`config.mk`:
```
export PLATFORM = sky130hd
export DESIGN_NAME = pc_unit
export DESIGN_NICKNAME = d
export VERILOG_FILES = /design/src/rtl/pc_pkg.sv /design/src/rtl/pc_ras.sv /design/src/rtl/pc_unit.sv
export SDC_FILE = /design/constraint.sdc
export NUM_CORES = 1
export LEC_CHECK = 0
export CORE_ASPECT_RATIO = 1.25
export CORE_MARGIN = 2
export CORE_UTILIZATION = 57
export DETAILED_ROUTE_END_ITERATION = 16
export DONT_BUFFER_PORTS = 1
export PLACE_DENSITY_LB_ADDON = 0.12
export RECOVER_POWER = 100
export SETUP_SLACK_MARGIN = 0.02
export SKIP_CTS_REPAIR_TIMING = 1
export SLEW_MARGIN = 25
export SYNTH_ARGS = -nofsm -noshare
export SYNTH_HDL_FRONTEND = slang
export SYNTH_SLANG_ARGS = --single-unit
```
`constraint.sdc`:
```
create_clock -name clk -period 8.1 [get_ports clk]
set_input_delay 2.025 -clock clk [delete_from_list [all_inputs] [get_ports clk]]
set_output_delay 2.025 -clock clk [all_outputs]
set_load 0.005 [all_outputs]
```
`src/rtl/pc_pkg.sv`:
```
// pc_pkg -- shared definitions for the program-counter unit.
//
// Contents:
//   PC_OP_*    3-bit encodings of the operation decoded on each rising edge.
//   ras_ptr_w  width of the return-address-stack top pointer, log2(depth).
package pc_pkg;

    localparam logic [2:0] PC_OP_HOLD   = 3'd0;
    localparam logic [2:0] PC_OP_TAIL   = 3'd1;
    localparam logic [2:0] PC_OP_RET    = 3'd2;
    localparam logic [2:0] PC_OP_CALL   = 3'd3;
    localparam logic [2:0] PC_OP_BRANCH = 3'd4;
    localparam logic [2:0] PC_OP_SEQ    = 3'd5;

    // Depth is a power of two >= 2, so this is exactly log2(depth).
    function automatic int ras_ptr_w(input int depth);
        return $clog2(depth);
    endfunction

endpackage

```
`src/rtl/pc_ras.sv`:
```
// pc_ras -- circular return-address stack.
//
// Ports:
//   clk, reset      clock, asynchronous active-high reset (pointer/count only)
//   push            write wr_data above the top; when full the oldest entry is
//                   overwritten and the count saturates at DEPTH
//   pop             drop the top entry (no effect when empty)
//   replace         overwrite the top entry with wr_data
//   wr_data         data for push/replace
//   top_data        current top entry
//   empty, full     count == 0, count == DEPTH
// At most one of push/pop/replace is expected per cycle; push has priority.
module pc_ras
    import pc_pkg::*;
#(
    parameter int SIZE  = 32,
    parameter int DEPTH = 8
) (
    input  logic            clk,
    input  logic            reset,
    input  logic            push,
    input  logic            pop,
    input  logic            replace,
    input  logic [SIZE-1:0] wr_data,
    output logic [SIZE-1:0] top_data,
    output logic            empty,
    output logic            full
);

    localparam int PTR_W = ras_ptr_w(DEPTH);
    localparam int CNT_W = PTR_W + 1;

    logic [PTR_W-1:0] ptr_q, ptr_d;
    logic [CNT_W-1:0] cnt_q, cnt_d;
    logic [SIZE-1:0]  mem_q [DEPTH];
    logic             wr_en;
    logic [PTR_W-1:0] wr_idx;

    assign empty    = (cnt_q == '0);
    assign full     = (cnt_q == CNT_W'(DEPTH));
    assign top_data = mem_q[ptr_q];

    always_comb begin
        ptr_d  = ptr_q;
        cnt_d  = cnt_q;
        wr_en  = 1'b0;
        wr_idx = ptr_q;
        if (push) begin
            // Pointer wraps naturally; on a full stack the new top lands on
            // the oldest slot, which is the circular overwrite.
            ptr_d  = ptr_q + 1'b1;
            wr_en  = 1'b1;
            wr_idx = ptr_d;
            if (!full) begin
                cnt_d = cnt_q + 1'b1;
            end
        end else if (pop) begin
            if (!empty) begin
                ptr_d = ptr_q - 1'b1;
                cnt_d = cnt_q - 1'b1;
            end
        end else if (replace) begin
            wr_en = 1'b1;
        end
    end

    always_ff @(posedge clk or posedge reset) begin
        if (reset) begin
            ptr_q <= '0;
            cnt_q <= '0;
        end else begin
            ptr_q <= ptr_d;
            cnt_q <= cnt_d;
        end
    end

    // Entry contents are don't-care after reset, so storage has no reset.
    always_ff @(posedge clk) begin
        if (wr_en) begin
            mem_q[wr_idx] <= wr_data;
        end
    end

endmodule

```
`src/rtl/pc_unit.sv`:
```
// pc_unit -- program-counter unit with stall, branch, call/return via a
// circular return-address stack, and a configurable reset vector.
//
// Ports:
//   clk, reset        clock, asynchronous active-high reset
//   stall             hold all state this cycle (controls ignored)
//   branch            load branch_target (ignored when call or ret is high)
//   call              push pc+STEP, load branch_target
//   ret               pop return address into pc
//   branch_target     target for branch/call
//   pc                registered current PC
//   pc_plus           pc+STEP, combinational
//   ras_empty/full    stack occupancy
//   ras_overflow      sticky: push while full
//   ras_underflow     sticky: pop while empty
//   retire_cnt        (only with PC_RETIRE_CNT_EN) count of non-hold edges
//
// Optional feature macro: PC_RETIRE_CNT_EN.
module pc_unit
    import pc_pkg::*;
#(
    parameter int              SIZE      = 32,
    parameter int              STEP      = 1,
    parameter int              RAS_DEPTH = 8,
    parameter logic [SIZE-1:0] RESET_PC  = {SIZE{1'b1}}
) (
    input  logic            clk,
    input  logic            reset,
    input  logic            stall,
    input  logic            branch,
    input  logic            call,
    input  logic            ret,
    input  logic [SIZE-1:0] branch_target,
    output logic [SIZE-1:0] pc,
    output logic [SIZE-1:0] pc_plus,
    output logic            ras_empty,
    output logic            ras_full,
    output logic            ras_overflow,
`ifdef PC_RETIRE_CNT_EN
    output logic [31:0]     retire_cnt,
`endif
    output logic            ras_underflow
);

    logic [SIZE-1:0] pc_q, pc_d;
    logic            ovf_q, ovf_d;
    logic            unf_q, unf_d;
    logic [2:0]      op;
    logic            ras_push, ras_pop, ras_replace;
    logic [SIZE-1:0] ras_top;

    assign pc            = pc_q;
    assign pc_plus       = pc_q + SIZE'(STEP);
    assign ras_overflow  = ovf_q;
    assign ras_underflow = unf_q;

    pc_ras #(
        .SIZE  (SIZE),
        .DEPTH (RAS_DEPTH)
    ) u_ras (
        .clk      (clk),
        .reset    (reset),
        .push     (ras_push),
        .pop      (ras_pop),
        .replace  (ras_replace),
        .wr_data  (pc_plus),
        .top_data (ras_top),
        .empty    (ras_empty),
        .full     (ras_full)
    );

    // Priority decode: first match wins.
    always_comb begin
        op = PC_OP_SEQ;
        if (stall) begin
            op = PC_OP_HOLD;
        end else if (call && ret) begin
            op = PC_OP_TAIL;
        end else if (ret) begin
            op = PC_OP_RET;
        end else if (call) begin
            op = PC_OP_CALL;
        end else if (branch) begin
            op = PC_OP_BRANCH;
        end
    end

    always_comb begin
        pc_d        = pc_q;
        ovf_d       = ovf_q;
        unf_d       = unf_q;
        ras_push    = 1'b0;
        ras_pop     = 1'b0;
        ras_replace = 1'b0;
        case (op)
            PC_OP_HOLD: begin
            end
            PC_OP_TAIL: begin
                // Tail call reuses the caller's slot; an empty stack gets a
                // fresh entry instead. Flags are untouched either way.
                pc_d = branch_target;
                if (ras_empty) begin
                    ras_push = 1'b1;
                end else begin
                    ras_replace = 1'b1;
                end
            end
            PC_OP_RET: begin
                if (!ras_empty) begin
                    pc_d    = ras_top;
                    ras_pop = 1'b1;
                end else begin
                    pc_d  = pc_plus;
                    unf_d = 1'b1;
                end
            end
            PC_OP_CALL: begin
                pc_d     = branch_target;
                ras_push = 1'b1;
                if (ras_full) begin
                    ovf_d = 1'b1;
                end
            end
            PC_OP_BRANCH: begin
                pc_d = branch_target;
            end
            default: begin
                pc_d = pc_plus;
            end
        endcase
    end

    always_ff @(posedge clk or posedge reset) begin
        if (reset) begin
            pc_q  <= RESET_PC;
            ovf_q <= 1'b0;
            unf_q <= 1'b0;
        end else begin
            pc_q  <= pc_d;
            ovf_q <= ovf_d;
            unf_q <= unf_d;
        end
    end

`ifdef PC_RETIRE_CNT_EN
    logic [31:0] retire_cnt_q, retire_cnt_d;

    assign retire_cnt = retire_cnt_q;

    always_comb begin
        retire_cnt_d = retire_cnt_q;
        if (op != PC_OP_HOLD) begin
            retire_cnt_d = retire_cnt_q + 32'd1;
        end
    end

    always_ff @(posedge clk or posedge reset) begin
        if (reset) begin
            retire_cnt_q <= '0;
        end else begin
            retire_cnt_q <= retire_cnt_d;
        end
    end
`endif

endmodule

```
== Word level (Yosys, flattened, before mapping) ==
Memory sizes are Yosys's and may differ from the RTL's.
Cells that the tools add are included.

* Bits in registers: 41
* Memory bits (writable): 256
* Input port bits: 38
* Output and inout port bits: 68
* Word-level logic and storage cells: 52
* Memories kept: 1

{| class="wikitable"
|+ Memories
! memory !! depth !! bits a word !! rd ports !! clocked after Yosys merged registers in !! wr ports !! line !! source
|-
| u_ras.mem_q || 8 || 32 || 1 || 0 || 1 || pc_ras.sv:35 || <nowiki>logic [SIZE-1:0] mem_q [DEPTH];</nowiki>
|}

* $add $sub $neg: 5
* Equality and inequality tests: 7
* Multiplexer cells: 25
* Reductions and logical operators: 9

{| class="wikitable"
|+ Operator list
! operator !! count
|-
| $pmux 32 s3 || 1
|-
| $add 32x1->32 const B || 1
|-
| $mux 32 || 1
|-
| $mux 3 || 8
|-
| $mux 4 || 4
|-
| $mux 1 || 10
|-
| $eq 3x2->1 const B || 2
|-
| $reduce_and 2->1 || 3
|-
| $add 4x1->4 const B || 1
|-
| $eq 4x4->1 const B || 1
|-
| $logic_not 4->1 || 1
|-
| $sub 4x1->4 const B || 1
|-
| $add 3x1->3 const B || 1
|-
| $eq 3x1->1 const B || 1
|-
| $eq 3x3->1 const B || 1
|-
| $logic_not 3->1 || 1
|-
| $reduce_and 3->1 || 1
|-
| $reduce_or 3->1 || 1
|-
| $sub 3x1->3 const B || 1
|-
| $ne 2x1->1 const B || 1
|-
| $ne 2x2->1 const B || 1
|-
| $pmux 1 s2 || 1
|-
| $reduce_bool 2->1 || 1
|-
| $logic_and 1x1->1 || 1
|}

== Longest topological paths before layout ==
* Depth in word-level cells: 12
* Mapped depth: 11
* Gate-level depth less buffers: 10

== Modules after synthesis ==
From an unflattened synthesis, not the netlist that was laid out.

* Cells, all modules: 752
* Area, all modules: 13,021.2 sq um

{| class="wikitable"
|+ By module, submodules not included
! module !! times used !! cells an instance !! area each (sq um) !! sequential area each (sq um)
|-
| pc_ras || 1 || 436 || 10,301.1 || 7,862.5
|-
| pc_unit || 1 || 316 || 2,720.1 || 890.9
|}

== Worst setup path before layout ==
No wires, ideal clock.

* Path kind: input to register
* Start: input call
* End: memory u_ras.mem_q[2][0] (enable)
* Setup time: 0.461 ns
* Arrival: 5.671 ns
* Required time: 7.639 ns
* Slack: 1.968 ns
* Stages on the path: 8
* Path buffers: 1
* Cell sequence: inv_1 -> ha_1 -> buf_4 -> o211ai_2 -> clkinv_1 -> mux2i_1 -> mux2_2 -> nor3_1

* Word-level cells in the longest chain between the ends: 11
* Elaborated cells on any way between the ends: 17
* Those cells by class: eq/ne: 3; mux: 13; reduce/logical: 1

{| class="wikitable"
|+ Ends and longest elaborated chain
! item !! line !! source
|-
| start, declared || pc_unit.sv:31 || <nowiki>input logic call,</nowiki>
|-
| $mux 3 || pc_unit.sv:81 || <nowiki>end else if (call) begin</nowiki>
|-
| $mux 3 || pc_unit.sv:79 || <nowiki>end else if (ret) begin</nowiki>
|-
| $mux 3 * || pc_unit.sv:77 || <nowiki>end else if (call && ret) begin</nowiki>
|-
| $mux 3 * || pc_unit.sv:75 || <nowiki>if (stall) begin</nowiki>
|-
| $eq 3x1->1 || pc_unit.sv:95 || <nowiki>case (op)</nowiki>
|-
| $mux 1 || pc_unit.sv:95 ||
|-
| $mux 1 || pc_ras.sv:62 || <nowiki>end else if (replace) begin</nowiki>
|-
| $mux 1 || pc_ras.sv:57 || <nowiki>end else if (pop) begin</nowiki>
|-
| $mux 1 || pc_ras.sv:48 || <nowiki>if (push) begin</nowiki>
|-
| $mux 1 || pc_ras.sv:79 || <nowiki>if (wr_en) begin</nowiki>
|-
| $mux 1 (implied by the code) || pc_ras.sv:80 || <nowiki>mem_q[wr_idx] <= wr_data;</nowiki>
|-
| end, declared || pc_ras.sv:35 ||
|}

Mark *: on every way between the ends. The rest lies on a longest branch, timed or not.

== Worst setup path after layout ==
* Start: input call
* End: memory u_ras.mem_q[7][9] (enable)

The elaborated chain is that of the path after synthesis.

==> key figures <==
Run status
  – Violations in the final reports: max-capacitance violations, max-slew violations
  – Run status: finished, violations left

Critical path
  – Data arrival time of the critical path: 6370 ps
  – CP Capture Point: u_ras.mem_q[7][9]
  – Cell family contributing the most delay on the critical path: buffers and inverters
  – Count of buffer and inverter cells on the critical path: 3
  – Launching element type of the critical path: input port
  – Logic depth of the worst setup path including buffers: 8
  – Number of cells on the worst reg-to-reg path: 8
  – Delay of the slowest critical-path stage: between 1000 and 1500 ps
  – R2R Path End: u_ras.mem_q[7][9]
  – Cell breakdown of the critical path: inv_1 > ha_1 > o211ai_1 > clkinv_1 > mux2i_1 > mux2_1 > nor2_1 > clkbuf_1
  – Required time at the endpoint of the critical path: 8230 ps
  – Critical setup path kind: in2reg
  – CP Max Fanout: 17
  – Origin of the worst setup path: call
  – Slack of the worst reg-to-reg path: 2770 ps
  – Slowest library cell on the worst path: nor2_1
  – Critical Path Sink Type: flop
  – Launch point of the worst reg-to-reg path: u_ras.ptr_q[0]

Synthesis
  – Cell area after technology mapping: between 10000 and 15000 um2
  – Number of nets produced by synthesis: 825
  – Number of enable flip-flop cells after synthesis: 256
  – Share of the synthesized area in the top cell type: 59.91%
  – Seq cells post-synth: ~300
  – Top cells by area in the synthesized netlist: edfxtp_1 (60%), mux4_2 (11%), dfstp_2 (6.6%), dfrtp_1 (1.8%), mux2i_1 (1.5%)
  – Part of the Yosys area used for sequential elements: 68.21%
  – Mean area per synthesized cell: 16.49 um2
  – Distinct cell type count of the synthesized netlist: 64
  – Count of yosys warnings during synthesis: 0
  – Number of standard cells after synthesis: around 800
  – Commonest cells in the synthesized netlist: edfxtp_1 (256), mux4_2 (64), nand2_1 (47)
  – Synth Flop Type: edfxtp_1
  – Yosys top cell by area: edfxtp_1
  – Count leader, synth: edfxtp_1
  – Share of synthesized registers carrying an async set or reset: between 10% and 20%

Place
  – Buffers added on ports: 0
  – Post-DP HPWL: 19.94 mm
  – Placed Area: between 10000 and 15000 um2
  – Final weighted congestion of routability-driven global placement: 0.8635

Pwr
  – Fraction of power consumed by the clock network: roughly 27%
  – Peak supply drop: ~0.22 mV
  – Power Internal: 3.368 mW
  – Fraction of power spent switching nets: a little under a third
  – Sequential power share: around 45%
  – Switching pwr: approximately 1.5 mW
  – Part of the total power dissipated in combinational logic: 27.1%
  – Leak: around 4.6 nW
  – Power consumption: between 4 and 5 mW
  – Power density over the cells: about 350 nW/um2

Routing
  – Initial DRC count: 694
  – Via count: 7425
  – First-pass DRT Iterations: 5
  – Wire length reported by the detailed router: ~31 mm
  – # DRC: 0
  – Detailed-route wire length per cell: 28.72 um
  – Antenna-violating nets left: 0
  – Detail-routed via count per cell: 6.781

Die
  – Area enclosed by the die boundary: between 20000 and 25000 um2
  – FP Rows: about 60
  – Die outline height: 171.8 um
  – Placeable core region: 22210 um2
  – Top-level I/O count: 106
  – Starting Density: 57.78%
  – Chip Width: 138.2 um

Global routing
  – Met2 usage in global routing: ~45%
  – Vias in the first global route: 7860
  – Met1 Usage GRT: between 30% and 40%
  – First-pass GRT wire length: 47.88 mm
  – Number of antenna violations at the first check in global routing: 0
  – GRT Residual Overflow: 0
  – Global routing's busiest layer: met2
  – Met3 capacity usage during global routing: under 10%
  – Overall fraction of global-route tracks in use: 26.84%
  – Pin count of the biggest net entering global routing: between 50 and 60

Timing
  – Final hold violation count: 0
  – Final TNS setup: 0 ps
  – Number of pins exceeding their max-slew limit in the final report: 230
  – Final critical delay including setup and external delays: 6238 ps
  – Transition at the pin with the smallest max-transition slack: 2368 ps
  – Max transition margin: -57.88%
  – Setup repair after global routing missed its margin: false
  – Maximum clock frequency: 160.3 MHz
  – Tightest hold margin: 499.0 ps
  – Final setup violation count: 0
  – Worst setup skew after layout: 14.10 ps
  – Share of the clock period used by the worst path after layout: 77.01%

Clock network
  – Clock edge transition at the registers on the reported setup and hold paths: 60 ps
  – Number of clock sinks seen by CTS: between 200 and 300
  – CTS buffer count: 29
  – Clock tree from TritonCTS: done
  – Maximum count of clock buffers along a single path: 3
  – Number of levels in the clock H-tree: 1
  – Insertion delay to the later sink of the worst-skew pair: 540 ps
  – Cell chosen for the clock root: clkbuf_16

Run
  – Maximum capacitance violations: 10

Layout
  – Number of nets in the layout: 837
  – Area overhead of the layout relative to synthesis: 9.604%
  – Share of final-layout standard cells stronger than drive strength 1: 16.87%
  – Number of antenna repair diodes: 0
  – Utilization after layout: 63.33%
  – Finished layout cell area: 14060 um2

Min path
  – Type of the worst min-delay path: reg2reg
==> layout by cell type, fill, tap and decap left out, types with 3 or more instances in the layout <==
cell | netlist | routed
xnor2_1 | 17 | 17
dfrtp_1 | 9 | 7
and4_1 | 3 | 3
ha_1 | 8 | 8
mux2_2 | 13 | 9
nor3_1 | 23 | 23
nand4_1 | 12 | 12
nand3_1 | 16 | 16
mux4_2 | 64 | 64
clkinv_1 | 1 | 3
o211a_1 | 4 | 4
clkinv_2 | 0 | 6
a222oi_1 | 7 | 7
a311oi_1 | 3 | 3
a31oi_1 | 6 | 6
or3_1 | 4 | 4
bufinv_16 | 0 | 3
dfstp_1 | 0 | 32
o2bb2ai_1 | 5 | 5
clkbuf_8 | 0 | 4
a21o_1 | 8 | 8
mux2_1 | 0 | 4
and3_1 | 5 | 5
nor2_1 | 35 | 35
clkbuf_1 | 24 | 20
clkbuf_16 | 0 | 29
a221oi_1 | 5 | 5
nand2_1 | 47 | 47
o21ai_0 | 32 | 32
inv_1 | 13 | 13
a211o_1 | 5 | 5
xor2_1 | 15 | 15
mux2i_1 | 19 | 19
edfxtp_1 | 256 | 256
nor4_1 | 3 | 5
a21oi_1 | 27 | 27
buf_4 | 1 | 8
==> through the flow <==
stage,worst slack (ps),std cells
6_report,1862,1095
5_1_grt,1590,1095
4_1_cts,2707,1095
3_5_place_dp,2632,1042
3_3_place_gp,2819,1038
2_1_floorplan,1968,778
==> registers in the layout (all words and copies together) (netlist names) <==
name,flops
pc,32
ras_overflow,1
ras_underflow,1
u_ras.cnt_q,4
u_ras.mem_q,256
u_ras.ptr_q,3
==> how the worst min path moves through the flow <==
stage,cells past startpoint,from,to
detailed placement,1,u_ras.cnt_q[3],u_ras.cnt_q[3]
floorplan,1,ras_underflow,ras_underflow
global route,1,ras_underflow,ras_underflow
global placement,1,u_ras.cnt_q[3],u_ras.cnt_q[3]
finish,1,ras_underflow,ras_underflow
CTS,1,u_ras.cnt_q[3],u_ras.cnt_q[3]
==> power by group through the flow <==
stage	combinational, mW	sequential [mW]	clock [mW]
floorplan	1.01	2.18	0
detailed placement	1.38	2.26	0
finish	1.33	2.22	1.34
global placement	1.32	2.25	0
CTS	1.38	2.23	1.36
global route	1.44	2.25	1.42
==> layer usage <==
| layer | wire, um | up-vias |
|---|---|---|
| li1 | - | 3146 |
| met1 | 12230 | 3826 |
| met2 | 15370 | 375 |
| met3 | 2869 | 78 |
| met4 | 990 | 0 |
| met5 | 0 | - |
==> cells by family (layout without fill, tap and decap cells) <==
group                      count (synthesis)  after routing  synth area share, %
buffers and inverters                     57             91                1.833
and+or+nand+nor                          162            162                6.260
xor gates and xnor gates                  32             32                2.184
muxes                                     96             96                13.86
adders and majority gates                  9              9               0.9361
DFF                                      297            297                68.21
AOI/OAI and AO/OA                        125            125                6.718
==> area by class of cell <==
class	count	area, um2
fillers	1560	8145
flip-flops and latches	297	8758
repair buffers	21	108.9
clock inverters	13	143.9
clock buffers	40	807.0
well taps	283	354.1
multi-input cells	424	3827
inverters	17	65.06
Note: power is estimated with default switching activity, not from simulation.
